--- src/rtl/stage3_hazard_unit.sv ---
// stage3_hazard_unit
// Stall/flush controller for the three-stage pipeline.
// - Holds fetch and execute while an E-stage instruction depends on a load
//   that is still in M.
// - Inserts a bubble into M once that load retires.
// - Runs the flush sequence after a branch mispredict, soaking up stale
//   instruction-memory responses.
// - Keeps a saturating count of load-use stall cycles.
//
// Ports:
//   CLK, nRST            clock (rising edge), asynchronous active-low reset
//   rs1_e, rs2_e         E-stage source registers
//   ex_valid             E stage holds a valid instruction
//   rd_m, reg_write_m    M-stage destination register and its write enable
//   load_m, mem_valid    M-stage instruction is a load / is valid
//   dmem_busy            data memory has not completed the M access
//   imem_busy            instruction fetch response still outstanding
//   mispredict_m         one-cycle mispredict pulse from M
//   cnt_clr              synchronous clear of lu_count
//   stall_f, stall_e     hold fetch / E-stage registers
//   bubble_m             load a NOP into M at the next edge
//   flush_e              kill E-stage contents at the next edge
//   hazard_active        controller is not in RUN
//   lu_count             saturating load-use stall cycle count
module stage3_hazard_unit #(
  parameter int CNT_W = 16
) (
  input  logic             CLK,
  input  logic             nRST,
  input  logic [4:0]       rs1_e,
  input  logic [4:0]       rs2_e,
  input  logic             ex_valid,
  input  logic [4:0]       rd_m,
  input  logic             reg_write_m,
  input  logic             load_m,
  input  logic             mem_valid,
  input  logic             dmem_busy,
  input  logic             imem_busy,
  input  logic             mispredict_m,
  input  logic             cnt_clr,
  output logic             stall_f,
  output logic             stall_e,
  output logic             bubble_m,
  output logic             flush_e,
  output logic             hazard_active,
  output logic [CNT_W-1:0] lu_count
);

  typedef enum logic [1:0] {
    RUN        = 2'd0,
    LU_WAIT    = 2'd1,
    FLUSH_WAIT = 2'd2
  } state_t;

  state_t           state_r;
  state_t           state_nxt_s;
  logic             lu_hit_s;
  logic             lu_inc_s;
  logic [CNT_W-1:0] lu_count_r;

  localparam logic [CNT_W-1:0] CNT_MAX = {CNT_W{1'b1}};
  localparam logic [CNT_W-1:0] CNT_ONE = {{(CNT_W-1){1'b0}}, 1'b1};

  // Load-use detection: x0 is never a real dependency.
  always_comb begin
    lu_hit_s = ex_valid & mem_valid & load_m & reg_write_m &
               (rd_m != 5'd0) & ((rs1_e == rd_m) | (rs2_e == rd_m));
  end

  // Next-state and control-output decode.
  always_comb begin
    state_nxt_s   = state_r;
    stall_f       = 1'b0;
    stall_e       = 1'b0;
    bubble_m      = 1'b0;
    flush_e       = 1'b0;
    lu_inc_s      = 1'b0;
    hazard_active = (state_r != RUN);
    case (state_r)
      RUN: begin
        // The dependent instruction is being killed, so the mispredict wins.
        if (mispredict_m) begin
          flush_e = 1'b1;
          if (imem_busy) begin
            state_nxt_s = FLUSH_WAIT;
          end else begin
            state_nxt_s = RUN;
          end
        end else if (lu_hit_s) begin
          stall_f  = 1'b1;
          stall_e  = 1'b1;
          lu_inc_s = 1'b1;
          // Load finishing now: regfile written at this edge, so retire it.
          if (dmem_busy) begin
            bubble_m    = 1'b0;
            state_nxt_s = LU_WAIT;
          end else begin
            bubble_m    = 1'b1;
            state_nxt_s = RUN;
          end
        end else begin
          state_nxt_s = RUN;
        end
      end
      LU_WAIT: begin
        // A mispredict cannot legally appear here; it is ignored.
        stall_f  = 1'b1;
        stall_e  = 1'b1;
        lu_inc_s = 1'b1;
        bubble_m = ~dmem_busy;
        if (dmem_busy) begin
          state_nxt_s = LU_WAIT;
        end else begin
          state_nxt_s = RUN;
        end
      end
      FLUSH_WAIT: begin
        // Stale fetch data lands in the flushed E register every cycle,
        // including the one where the response finally returns.
        flush_e = 1'b1;
        if (imem_busy) begin
          state_nxt_s = FLUSH_WAIT;
        end else begin
          state_nxt_s = RUN;
        end
      end
      default: begin
        state_nxt_s = RUN;
      end
    endcase
  end

  // State register.
  always_ff @(posedge CLK or negedge nRST) begin
    if (!nRST) begin
      state_r <= RUN;
    end else begin
      state_r <= state_nxt_s;
    end
  end

  // Saturating load-use stall counter; clear beats increment.
  always_ff @(posedge CLK or negedge nRST) begin
    if (!nRST) begin
      lu_count_r <= {CNT_W{1'b0}};
    end else if (cnt_clr) begin
      lu_count_r <= {CNT_W{1'b0}};
    end else if (lu_inc_s && (lu_count_r != CNT_MAX)) begin
      lu_count_r <= lu_count_r + CNT_ONE;
    end else begin
      lu_count_r <= lu_count_r;
    end
  end

  assign lu_count = lu_count_r;

  stage3_hazard_unit_chk u_chk (
    .CLK          (CLK),
    .nRST         (nRST),
    .in_lu_wait   (state_r == LU_WAIT),
    .mispredict_m (mispredict_m),
    .stall_f      (stall_f),
    .stall_e      (stall_e),
    .bubble_m     (bubble_m),
    .flush_e      (flush_e)
  );

endmodule

// Protocol and output-consistency properties for stage3_hazard_unit.
module stage3_hazard_unit_chk (
  input logic CLK,
  input logic nRST,
  input logic in_lu_wait,
  input logic mispredict_m,
  input logic stall_f,
  input logic stall_e,
  input logic bubble_m,
  input logic flush_e
);

  a_no_mispredict_in_lu_wait : assert property (
    @(posedge CLK) disable iff (!nRST) !(in_lu_wait && mispredict_m));

  a_stall_e_implies_stall_f : assert property (
    @(posedge CLK) disable iff (!nRST) (!stall_e || stall_f));

  a_bubble_excludes_flush : assert property (
    @(posedge CLK) disable iff (!nRST) !(bubble_m && flush_e));

endmodule
--- config.mk ---
export PLATFORM = sky130hd
export DESIGN_NAME = stage3_hazard_unit
export DESIGN_NICKNAME = d
export VERILOG_FILES = /design/src/rtl/stage3_hazard_unit.sv
export SDC_FILE = /design/constraint.sdc
export NUM_CORES = 1
export LEC_CHECK = 0
export ABC_CLOCK_PERIOD_IN_PS = 2700
export BUFFER_PORTS_ARGS = -buffer_cell sky130_fd_sc_hd__buf_2
export CAP_MARGIN = 20
export CORE_AREA = 2 2 52 54
export CTS_CLUSTER_SIZE = 10
export DETAILED_ROUTE_END_ITERATION = 16
export DIE_AREA = 0 0 54 56
export PLACE_DENSITY = 0.78
export SYNTH_ARGS = -nofsm -noshare
export SYNTH_HDL_FRONTEND = slang
export SYNTH_HIERARCHICAL = 1
export SYNTH_SLANG_ARGS = --single-unit
export TNS_END_PERCENT = 20
--- constraint.sdc ---
create_clock -name CLK -period 2.7 [get_ports CLK]
set_input_delay 0.54 -clock CLK [delete_from_list [all_inputs] [get_ports CLK]]
set_output_delay 0.54 -clock CLK [all_outputs]
set_load 0.05 [all_outputs]
==> results.md, run 1 <==
- Outcome: complete, no violations
- Clock Pin Slew Worst Setup and Hold Paths: roughly 0.090 ns
- Reg area: 450 um^2
- Core box area: roughly 0.0024 mm^2
- Syn avg cell area: 8.72 um^2
- Nets: ~200
- Post-synth EDFFs: 0
- Register area share after synthesis: between 40 and 50%
- Min cycle time layout: around 2.4 ns
- Min-Delay Path Class: input port to asynchronous set/reset pin
- Vias per cell: 5.10
- Wire length on met2: between 1 and 1.5 mm
- I/O pins: 46
- Synthesized area: 0.00109 mm^2
- Final period utilization: about nine tenths
- Die Width: roughly 54 um
- Synthesized flop and latch total: 18
- DR top layer: met4
- Max Clk Rate: 415 MHz
- Pre-CTS WS: between 0.2 and 0.3 ns
- Post-DR wirelength/cell: between 10 and 15 um
- Unrepaired setup endpoints after global routing: false
- Total number of vias: a little over 1k
- Fillers: ~230
- Layout cells sized above 1: 32.9%
- Finished Layout Cells: 200
- Top post-synthesis cells by count: nor2_1 (19), dfrtp_1 (18), xnor2_1 (18)
- CTS root buf: clkbuf_4
- Least-Margin Pin Slew: around 0.40 ns
- Global router's overall resource usage: between 15 and 20%
- Leak Pwr: 0.618 nW
- Arrival @ worst endpoint: 1.87 ns
- Final ANT Viol Nets: 0
- Crit path launch type: input port
- Row cnt: 18
- Final TNS setup: 0 ns
- Met3 routed WL: 140 um
- Synth top area share: about 41%
- Final Instance Area: 0.00136 mm^2
- Hold Vio Cnt, Final: 0
- Synth Warn #: 6
- Antenna violations before repair: 0
- Total iterations of the first detailed-routing run: 4
- Clock sinks: 18
- Grt ovf: 0
- Longest Clk Path Bufs: 2
- Final setup fails: 0
- Top FF cell, synth: dfrtp_1
- Synth area leaders: dfrtp_1 (41%), xnor2_1 (14%), nor2_1 (6.5%), nand3_1 (4.1%), nand4_1 (2.9%)
- Global-route wire length before repair: about 3.6 mm
- CTS Buf Count: 3
- ANT cells: 0
- TritonCTS clock tree: built
- Slew HR: between 70% and 80%
- Routability cong.: 0.841
- Setup WS post-layout: about 0.29 ns
- Dpl cells: about 200
- Power, Total: 0.464 mW
- Placed inst area: between 0.001 and 0.0015 mm^2
- Starting Density: between 40% and 50%
- Net count after synthesis: approximately 150
- Fraction of registers with async set/reset: between 90% and 100%
- Final Util: between 50% and 60%
- Top-count cell post-synth: nor2_1
- Final HPWL DP: ~1.8 mm
- Max H-tree Level: 1
- Critical Path RT: between 2 and 2.5 ns
- Post-synthesis cell count: approximately 130
- Die Ht: ~56 um
- Largest net degree at the start of global routing: 19
- Worst clock skew: between 0.0015 and 0.002 ns
- Max-cap check violation count: 0
- Area delta synth->final: 24.7%
- Worst VDD drop: about 0.34 mV
- Detailed Route WL: between 2 and 2.5 mm
- CP Capture Type: output port
- Starting DRT DRC Count: 11
- Met1 wire length: approximately 990 um
- Setup Fix Bufs, Post-CTS: 0
- Die Area: 0.00302 mm^2
- Input/output buffers: between 40 and 50
- Worst-skew pair later-pin latency: around 0.29 ns
- Synth cell types: 31
- Fin Hold WS: between 0.15 and 0.2 ns
- Hold bufs inserted after CTS: 0
- Worst Path Max Fanout: 4
- Fin. max-slew vios: 0
- Crit path kind: input port to output port
- Pwr/cell area: 342 mW/mm^2
- Multi-input logic area: between 500 and 600 um^2
- Resize count post-CTS: 0
- Synth area leader: dfrtp_1
- Drt drc: 0
- Vias in the first global route: about 910
worst max-delay path, stage by stage:
cell	delay, ns
buf_2	0.12
or4_1	0.51
nor2_1	0.14
nor4_2	0.06
a21oi_2	0.21
inv_1	0.07
buf_2	0.21
final cells by class:
cell class / instances / share of cell area (%)
well taps: 30 / 2.76
inverters: 3 / 0.829
flip-flops and latches: 18 / 33.1
clock buffers: 3 / 1.66
multi-input cells: 99 / 43.9
repair buffers: 47 / 17.7
report_power, final:
part / internal (mW) / total [mW] / switching (mW)
Combinational: 0.0284 / 0.0640 / 0.0356
Clock: 0.0519 / 0.129 / 0.0766
Sequential: 0.270 / 0.272 / 0.00120
kinds of logic (layout without fill, tap and decap cells):
logic type / Yosys count / count (layout) / synth area share, %
flip-flops: 18 / 18 / 41.3
AND/OR/NAND/NOR: 65 / 65 / 30.7
XOR/XNOR: 18 / 18 / 14.5
buffers and inverters: 8 / 53 / 3.90
AO/OA/AOI/OAI: 13 / 13 / 6.43
multiplexers: 2 / 2 / 2.07
adder cells (fa/ha/maj): 1 / 1 / 1.15
layer usage:
layer	GRT usage (%)	vias to the layer above
met3	1.61	5
met5	0	-
met4	8.57	0
li1	-	517
met2	27.9	31
met1	17.8	467
cell usage in the layout, fill, tap and decap left out, types with 2 or more instances in the layout:
cell type / synthesis / final
a21oi_1: 6 / 6
buf_2: 1 / 45
buf_4: 1 / 2
clkbuf_4: 0 / 3
dfrtp_1: 18 / 18
inv_1: 3 / 3
nand2_1: 8 / 8
nand3_1: 9 / 9
nand4_1: 5 / 5
nor2_1: 19 / 19
nor2b_1: 4 / 4
nor3_1: 6 / 6
o21ai_0: 4 / 4
or2_2: 2 / 2
or3_1: 5 / 5
xnor2_1: 18 / 18
flip-flops by register name (all words and copies together), names as in the netlist:
name      flops
lu_count     16
state_r       2
path summary, 6_finish.rpt:
| check | from | end | slack (ns) | depth (start not counted) |
|---|---|---|---|---|
| setup / recovery | rd_m[1] | stall_f | 0.29 | 7 |
| hold / removal | nRST | lu_count[14]$_DFFE_PN0P_ | 0.16 | 1 |
| setup reg to reg | lu_count[0]$_DFFE_PN0P_ | lu_count[12]$_DFFE_PN0P_ | 0.62 | 8 |
| hold reg to reg | lu_count[1]$_DFFE_PN0P_ | lu_count[1]$_DFFE_PN0P_ | 0.58 | 2 |
| max in group asynchronous | nRST | lu_count[7]$_DFFE_PN0P_ | 2.27 | 1 |
| min in group CLK | imem_busy | state_r[1]$_DFF_PN0_ | 0.46 | 2 |
(Power assumes the default switching activity.)
==> run 2, diff against run 1 <==
--- a/config.mk
+++ b/config.mk
@@ -8,11 +8,13 @@
 export ABC_CLOCK_PERIOD_IN_PS = 2700
 export BUFFER_PORTS_ARGS = -buffer_cell sky130_fd_sc_hd__buf_2
 export CAP_MARGIN = 20
-export CORE_AREA = 2 2 52 54
+export CELL_PAD_IN_SITES_DETAIL_PLACEMENT = 1
+export CELL_PAD_IN_SITES_GLOBAL_PLACEMENT = 2
+export CORE_AREA = 2 2 68 70
 export CTS_CLUSTER_SIZE = 10
 export DETAILED_ROUTE_END_ITERATION = 16
-export DIE_AREA = 0 0 54 56
-export PLACE_DENSITY = 0.78
+export DIE_AREA = 0 0 70 72
+export PLACE_DENSITY = 0.79
 export SYNTH_ARGS = -nofsm -noshare
 export SYNTH_HDL_FRONTEND = slang
 export SYNTH_HIERARCHICAL = 1
==> run 2 against run 1 <==
Against the previous run: first-iteration DRC count rose by 36%; sequential share of layout area fell by 1.6 points; sequential power barely moved; power rose by 22%; design area rose by 5.0%; critical path type unchanged; critical endpoint is now stall_e; largest power group unchanged.
==> results.md, run 2 (synthesis results as in run 1) <==
- Unrepaired setup endpoints after global routing: false (unchanged)
- Worst clock skew: 0.00465 ns (was 0.00151 ns)
- TritonCTS clock tree: built (unchanged)
- Row cnt: 24 (was 18)
- Final setup fails: 0 (unchanged)
- Max H-tree Level: 1 (unchanged)
- Min-Delay Path Class: input port to asynchronous set/reset pin (unchanged)
- R2r endpoint: lu_count[10]$_DFFE_PN0P_ (was lu_count[12]$_DFFE_PN0P_)
- Worst VDD drop: 0.187 mV (was 0.343 mV)
- Vias in the first global route: 1106 (was 913)
- Fin. max-slew vios: 0 (unchanged)
- Worst-skew pair later-pin latency: 0.26 ns (was 0.29 ns)
- Die Ht: 72 um (was 56 um)
- Worst R2R Path Depth: 10 (was 8)
- Fillers: 531 (was 233)
- Vias per cell: 4.77 (was 5.10)
- Flop-to-flop setup slack: 0.54 ns (was 0.62 ns)
- Die Width: 70 um (was 54 um)
- Critical Path End: stall_e (was stall_f)
- Starting DRT DRC Count: 15 (was 11)
- Hold bufs inserted after CTS: 0 (unchanged)
- Max-cap check violation count: 0 (unchanged)
- Drt drc: 0 (unchanged)
- Grt ovf: 0 (unchanged)
- Setup Fix Bufs, Post-CTS: 0 (unchanged)
- Top delay family on crit path: simple AND/OR/NAND/NOR gates (unchanged)
- Pwr/cell area: 397 mW/mm^2 (was 342 mW/mm^2)
- Setup crit start: rd_m[1] (unchanged)
- CP Capture Type: output port (unchanged)
- CP Depth: 7 (unchanged)
- Hold Vio Cnt, Final: 0 (unchanged)
- Total number of vias: 1068 (was 1020)
- CTS Buf Count: 3 (unchanged)
- Core box area: 0.00426 mm^2 (was 0.00243 mm^2)
- Min cycle time layout: 2.42 ns (was 2.41 ns)
- Worst Path Max Fanout: 3 (was 4)
- I/O pins: 46 (unchanged)
- Pre-CTS WS: 0.264 ns (was 0.251 ns)
- Longest Clk Path Bufs: 2 (unchanged)
- Sequence of cells on the critical path: buf_2 -> or4_1 -> nor2_1 -> nor4_2 -> a21oi_2 -> inv_1 -> buf_2 (unchanged)
- Detailed Route WL: 3.14 mm (was 2.27 mm)
- Total iterations of the first detailed-routing run: 2 (was 4)
- Clock Pin Slew Worst Setup and Hold Paths: 0.07 ns (was 0.09 ns)
- Layout cells sized above 1: 33.7% (was 32.9%)
- Number of flip-flops in the largest register: 16 (unchanged)
- Max Clk Rate: 414 MHz (was 415 MHz)
- Starting Density: 25.6% (was 44.8%)
- Least-Margin Pin Slew: 0.422 ns (was 0.405 ns)
- Crit path launch type: input port (unchanged)
- Final TNS setup: 0 ns (unchanged)
- CTS root buf: clkbuf_8 (was clkbuf_4)
- Global-route wire length before repair: 5.18 mm (was 3.59 mm)
- Resize count post-CTS: 0 (unchanged)
- Finished Layout Cells: 224 (was 200)
- R2R Path Start: lu_count[0]$_DFFE_PN0P_ (unchanged)
- Antenna violations before repair: 0 (unchanged)
- Area delta synth->final: 30.9% (was 24.7%)
- Final HPWL DP: 2.50 mm (was 1.83 mm)
- Outcome: complete, no violations (unchanged)
- Dpl cells: 220 (was 197)
- Critical path buffers and inverters: 3 (unchanged)
- Largest net degree at the start of global routing: 19 (unchanged)
- Slowest stage delay, CP: 0.54 ns (was 0.51 ns)
- Input/output buffers: 45 (unchanged)
- Final ANT Viol Nets: 0 (unchanged)
- Clock sinks: 18 (unchanged)
- Critical Path Most Common Cell: buf_2 (unchanged)
- Slowest cell on crit path: or4_1 (unchanged)
- Slew HR: 71.9% (was 72.9%)
- Nets: 199 (was 198)
- Leak Pwr: 0.639 nW (was 0.618 nW)
- Crit path kind: input port to output port (unchanged)
- Arrival @ worst endpoint: 1.88 ns (was 1.87 ns)
- ANT cells: 0 (unchanged)
- Critical Path RT: 2.16 ns (about the same)
- Global router's overall resource usage: 12.8% (was 15.8%)
- Setup WS post-layout: 0.282 ns (was 0.293 ns)
- Most frequent cells in the layout: buf_2 (45), nor2_1 (19), xnor2_1 (18), dfrtp_1 (18), nand3_1 (9) (unchanged)
- Commonest non-fill, non-tap cell in the layout: buf_2 (unchanged)
- Die Area: 0.00504 mm^2 (was 0.00302 mm^2)
- Post-DR wirelength/cell: 14.0 um (was 11.4 um)
- Final period utilization: 89.6% (was 89.1%)
- Routability cong.: 0.892 (was 0.841)
run 2: layout make-up:
cell class	instances	area, um^2	area share [%]
well taps	52	65.1	4.56
repair buffers	48	248	17.4
multi-input cells	99	597	41.8
inverters	3	11.3	0.789
flip-flops and latches	18	450	31.6
clock buffers	4	55.1	3.86
run 2: per-layer routing:
metal,global-route usage (%),part of all wire [%],up-vias
li1,-,-,518
met5,0,0,-
met4,3.85,1.0,0
met1,15.3,43,508
met3,2.22,6.0,3
met2,23.6,50,39
run 2: worst register-to-register path: stages, from the launching register on:
cell and delay (ns):
dfrtp_1 0.42, ha_1 0.24, nand3_1 0.13, nor2_1 0.05, buf_4 0.15, nand2_1 0.10, nor2_4 0.08, or2_1 0.23
buf_4 0.17, or3_1 0.37, a21oi_1 0.15
run 2: metrics by stage:
stage                     hold WS (ns)  utilization, %  power, mW  instance area, um^2
after floorplan                  0.244               -      0.310                 1090
after global placement           0.501            32.2      0.342                 1370
after detailed placement         0.508            32.2      0.345                 1370
after CTS                        0.228            33.5      0.573                 1430
after global routing             0.237            33.5      0.588                 1430
final                            0.202            33.5      0.566                 1430
run 2: power breakdown:
part | leakage [nW] | internal, mW | switching [mW]
Combinational | 0.360 | 0.0285 | 0.0381
Clock | 0.0288 | 0.130 | 0.0981
Sequential | 0.250 | 0.271 | 0.00119
Total | 0.639 | 0.429 | 0.137
run 2: worst min path at each step:
stage / from / slack, ns / end
2_1_floorplan: nRST / 0.24 / lu_count[0]$_DFFE_PN0P_
3_3_place_gp: nRST / 0.50 / lu_count[8]$_DFFE_PN0P_
3_5_place_dp: nRST / 0.51 / lu_count[7]$_DFFE_PN0P_
4_1_cts: nRST / 0.23 / lu_count[8]$_DFFE_PN0P_
5_1_grt: nRST / 0.24 / lu_count[12]$_DFFE_PN0P_
6_report: nRST / 0.20 / lu_count[8]$_DFFE_PN0P_
